<file path="config.mk">
export PLATFORM = sky130hd
export DESIGN_NAME = alu_control
export DESIGN_NICKNAME = d
export VERILOG_FILES = /design/src/rtl/alu_control_pkg.sv /design/src/rtl/alu_control_decode.sv /design/src/rtl/alu_control.sv
export SDC_FILE = /design/constraint.sdc
export NUM_CORES = 1
export LEC_CHECK = 0
export ABC_CLOCK_PERIOD_IN_PS = 1600
export CAP_MARGIN = 10
export CORE_AREA = 2 2 39 41
export CTS_BUF_LIST = sky130_fd_sc_hd__clkbuf_16
export DETAILED_ROUTE_END_ITERATION = 12
export DIE_AREA = 0 0 41 43
export DONT_BUFFER_PORTS = 1
export PLACE_DENSITY = 0.45
export SLEW_MARGIN = 20
export SYNTH_ARGS = -nofsm -noshare
export SYNTH_HDL_FRONTEND = slang
export SYNTH_HIERARCHICAL = 1
export SYNTH_SLANG_ARGS = --single-unit
export TNS_END_PERCENT = 100
</file>
<file path="constraint.sdc">
create_clock -name clk_i -period 1.6 [get_ports clk_i]
set_input_delay 0.24 -clock clk_i [delete_from_list [all_inputs] [get_ports clk_i]]
set_output_delay 0.24 -clock clk_i [all_outputs]
set_load 0.01 [all_outputs]
</file>
<file path="src/rtl/alu_control_pkg.sv">
// Shared encodings for the ALU control slice: ALUOp classes, ALU operation
// selects and the funct patterns the decoder recognises.
package alu_control_pkg;

  localparam logic [1:0] ALUOP_I_ALU  = 2'b00;
  localparam logic [1:0] ALUOP_BRANCH = 2'b01;
  localparam logic [1:0] ALUOP_RTYPE  = 2'b10;
  localparam logic [1:0] ALUOP_MEM    = 2'b11;

  // 3'b111 is reserved and never produced by the decoder.
  typedef enum logic [2:0] {
    CTRL_AND  = 3'b000,
    CTRL_XOR  = 3'b001,
    CTRL_SLL  = 3'b010,
    CTRL_ADD  = 3'b011,
    CTRL_SUB  = 3'b100,
    CTRL_MUL  = 3'b101,
    CTRL_SRAI = 3'b110
  } alu_ctrl_e;

  // R-type patterns are the full {funct7, funct3} concatenation.
  localparam logic [9:0] FUNCT_AND = 10'b0000000_111;
  localparam logic [9:0] FUNCT_XOR = 10'b0000000_100;
  localparam logic [9:0] FUNCT_SLL = 10'b0000000_001;
  localparam logic [9:0] FUNCT_ADD = 10'b0000000_000;
  localparam logic [9:0] FUNCT_SUB = 10'b0100000_000;
  localparam logic [9:0] FUNCT_MUL = 10'b0000001_000;

  localparam logic [2:0] FUNCT3_ADDI = 3'b000;
  localparam logic [2:0] FUNCT3_SRAI = 3'b101;
  localparam logic [6:0] FUNCT7_SRAI = 7'b0100000;

endpackage

</file>
<file path="src/rtl/alu_control_decode.sv">
// Purely combinational ALU control decode: {funct7, funct3} and ALUOp to an
// ALU operation select plus an "unrecognised encoding" flag.
module alu_control_decode
  import alu_control_pkg::*;
(
  input  logic [9:0] funct_i,
  input  logic [1:0] ALUOp_i,
  output alu_ctrl_e  ctrl,
  output logic       illegal
);

  logic [6:0] funct7;
  logic [2:0] funct3;

  assign funct7 = funct_i[9:3];
  assign funct3 = funct_i[2:0];

  // NOTE: defaults first so every path assigns both outputs; no latch is inferred.
  always_comb begin
    ctrl    = CTRL_ADD;
    illegal = 1'b0;
    unique case (ALUOp_i)
      ALUOP_RTYPE: begin
        unique case (funct_i)
          FUNCT_AND: ctrl = CTRL_AND;
          FUNCT_XOR: ctrl = CTRL_XOR;
          FUNCT_SLL: ctrl = CTRL_SLL;
          FUNCT_ADD: ctrl = CTRL_ADD;
          FUNCT_SUB: ctrl = CTRL_SUB;
          FUNCT_MUL: ctrl = CTRL_MUL;
          default:   illegal = 1'b1;
        endcase
      end
      ALUOP_I_ALU: begin
        // For addi the funct7 field is immediate data, so only funct3 matters.
        if (funct3 == FUNCT3_ADDI) begin
          ctrl = CTRL_ADD;
        end else if (funct3 == FUNCT3_SRAI && funct7 == FUNCT7_SRAI) begin
          ctrl = CTRL_SRAI;
        end else begin
          illegal = 1'b1;
        end
      end
      ALUOP_BRANCH: ctrl = CTRL_SUB;
      ALUOP_MEM:    ctrl = CTRL_ADD;
      default:      ctrl = CTRL_ADD;
    endcase
  end

endmodule

</file>
<file path="src/rtl/alu_control.sv">
// Registered ALU control: one-cycle latency over alu_control_decode.
// Define ALU_CTRL_ILLEGAL_DET_EN to enable illegal_o / illegal_sticky_o.
module alu_control
  import alu_control_pkg::*;
#(
  parameter logic [2:0] RESET_CTRL = 3'b011
) (
  input  logic       clk_i,
  input  logic       rst_n_i,
  input  logic [9:0] funct_i,
  input  logic [1:0] ALUOp_i,
  output logic [2:0] ALUCtrl_o,
  output logic       illegal_o,
  output logic       illegal_sticky_o
);

  alu_ctrl_e dec_ctrl;
  logic      dec_illegal;

  alu_control_decode u_decode (
    .funct_i (funct_i),
    .ALUOp_i (ALUOp_i),
    .ctrl    (dec_ctrl),
    .illegal (dec_illegal)
  );

  // NOTE: reset is sampled only at the clock edge (not in the sensitivity
  // list), and state uses non-blocking assignments to avoid ordering races.
  always_ff @(posedge clk_i) begin
    if (!rst_n_i) begin
      ALUCtrl_o <= RESET_CTRL;
    end else begin
      ALUCtrl_o <= dec_ctrl;
    end
  end

`ifdef ALU_CTRL_ILLEGAL_DET_EN
  always_ff @(posedge clk_i) begin
    if (!rst_n_i) begin
      illegal_o        <= 1'b0;
      illegal_sticky_o <= 1'b0;
    end else begin
      illegal_o        <= dec_illegal;
      illegal_sticky_o <= illegal_sticky_o | dec_illegal;
    end
  end
`else
  logic unused_dec_illegal;
  assign unused_dec_illegal = dec_illegal;
  assign illegal_o          = 1'b0;
  assign illegal_sticky_o   = 1'b0;
`endif

endmodule

</file>
==> metrics <==
Final WS setup=0.4839 ns; final-report max-slew violation count=0; Die Span Y=43 um; run status=finished, final reports clean; Max Fclk=896.0 MHz; Pwr per Cell Area=1212 nW/um^2; CP Launch Type=input port; post-CTS sizing=0; H-tree depth=1; CP max stage cell=nor4_2; initial antenna violation count=0; family with the most delay on the worst path=simple AND/OR/NAND/NOR gates; WP buf/inv=0; Synth warnings=6; Final Power=slightly above 0.0005 W; I/O pins=19; Vias=271; RSZ-0062 raised after global routing=false; CP endpoint kind=flop; P_leak=0.1667 nW; Crit Path Max Fanout=4; PortBufs=0; syn_area_per_cell=about 8.4 um^2; final hold vios=0; vias in the first global route=285; Synth Instances=40; largest net degree at the start of global routing=8; multi-input logic area=254.0 um^2; wire per inst=10.58 um; post-CTS setup repair buffer count=0; Tmin final=about 1.1 ns; CTS tree=built; Worst path max stage delay=between 0.3 and 0.4 ns; register with the most flip-flops=ALUCtrl_o; Cells on Worst Hold Path=1; hpwl dp=509.9 um; RD Place Congestion=0.6222; GRT Overall Usage=0.08492; first-pass GRT wire length=just over 1000 um; Sink Count=3; Routed WL=624 um; CP Cell Sequence=nor4_2 -> nand2b_2 -> o31ai_1 -> o31a_1 -> and2_1; worst setup path class=in2reg; Antenna Cells=0; dpl ws=0.2545 ns; Hold Buf Count CTS=0; Peak VDD IR=roughly 300 uV; DRC viols=0; max-cap viol count=0; max reg flops=3; Root Buffer=clkbuf_16; Final period util=0.6976; core area=1384 um^2; Starting Density=0.2432; register area=60.06 um^2; gr ovfl total=0; Nets=62; routed vias/inst=4.593; setup TNS=0 ns; clk slew on worst S/H paths=0.03 ns; hold path endpoint=ALUCtrl_o[1]; layout filler cell count=150; Worst Hold Class=in2reg; DR pass1 iterations=3; Die ar.=1763 um^2; # setup viols final=0; share of layout cells above drive strength 1=0.1628; clock buffer count from CTS=3; post-route ant nets=0; row cnt=14; Worst Path Required=1.77 ns; die span in x=slightly above 40 um; drt initial violations=2; Netlist Area Pre-Place=336.6 um^2; Clock Path Buffers=2; WP data arrival=1.28 ns; hold path startpoint=rst_n_i; registers with the most flip-flops=ALUCtrl_o x3; Area Growth Syn to Fin=26.02%
[metrics by stage]
stage | cells | utilization | hold WS [ns] | cell area, um^2
2_1_floorplan | 41 | - | 0.3131 | 340.3
3_3_place_gp | 55 | 0.2495 | 0.3171 | 345.3
3_5_place_dp | 55 | 0.2495 | 0.3169 | 345.3
4_1_cts | 59 | 0.3065 | 0.08963 | 424.2
5_1_grt | 59 | 0.3065 | 0.09100 | 424.2
6_report | 59 | 0.3065 | 0.09072 | 424.2
[metal layers]
metal / global-route usage / up-vias / wire length [um]
met5: 0 / - / 0
met4: 0.08000 / 0 / 0
met3: 0.01047 / 0 / 56
met2: 0.1281 / 11 / 294
met1: 0.09494 / 116 / 274
li1: - / 144 / -
[power breakdown]
part | switching [W] | leakage, nW | internal (W)
Clock | 0.0000637 | 0.0423 | 0.000322
Combinational | 0.0000189 | 0.0995 | 0.0000246
Sequential | 0.00000429 | 0.0249 | 0.0000810
Total | 0.0000869 | 0.167 | 0.000427
[worst max-delay path by stage]
stage                     startpoint            to  slack (ns)  cells past startpoint
after floorplan           funct_i[2]  ALUCtrl_o[0]        0.32                      5
after global placement    funct_i[6]  ALUCtrl_o[2]        0.24                      5
after detailed placement  funct_i[6]  ALUCtrl_o[2]        0.25                      5
after CTS                 funct_i[6]  ALUCtrl_o[2]        0.47                      5
after global routing      funct_i[6]  ALUCtrl_o[0]        0.35                      5
final                     funct_i[6]  ALUCtrl_o[2]        0.48                      5
[final cells by class]
type,instances,share of cell area
Multi-Input combinational cell,33,0.5988
Clock buffer,3,0.1770
Inverter,3,0.02655
Tap cell,16,0.04720
Sequential cell,3,0.1416
Clock inverter,1,0.008850
[placed cells by master, fill, tap and decap left out]
cell type / count
a21oi_1: 2
and2_1: 1
clkbuf_16: 3
conb_1: 2
dfxtp_1: 3
ha_1: 4
inv_1: 4
nand2_1: 2
nand2b_1: 2
nand2b_2: 1
nand3b_1: 1
nand4b_1: 1
nor2_1: 1
nor3_1: 2
nor4_2: 1
nor4bb_1: 1
o21ai_1: 1
o21ai_2: 1
o221ai_1: 1
o22ai_1: 1
o31a_1: 1
o31ai_1: 1
or2b_1: 1
or3_1: 1
or4b_4: 1
xnor2_1: 2
xor2_1: 1
Note: power is estimated with default switching activity, not from simulation.
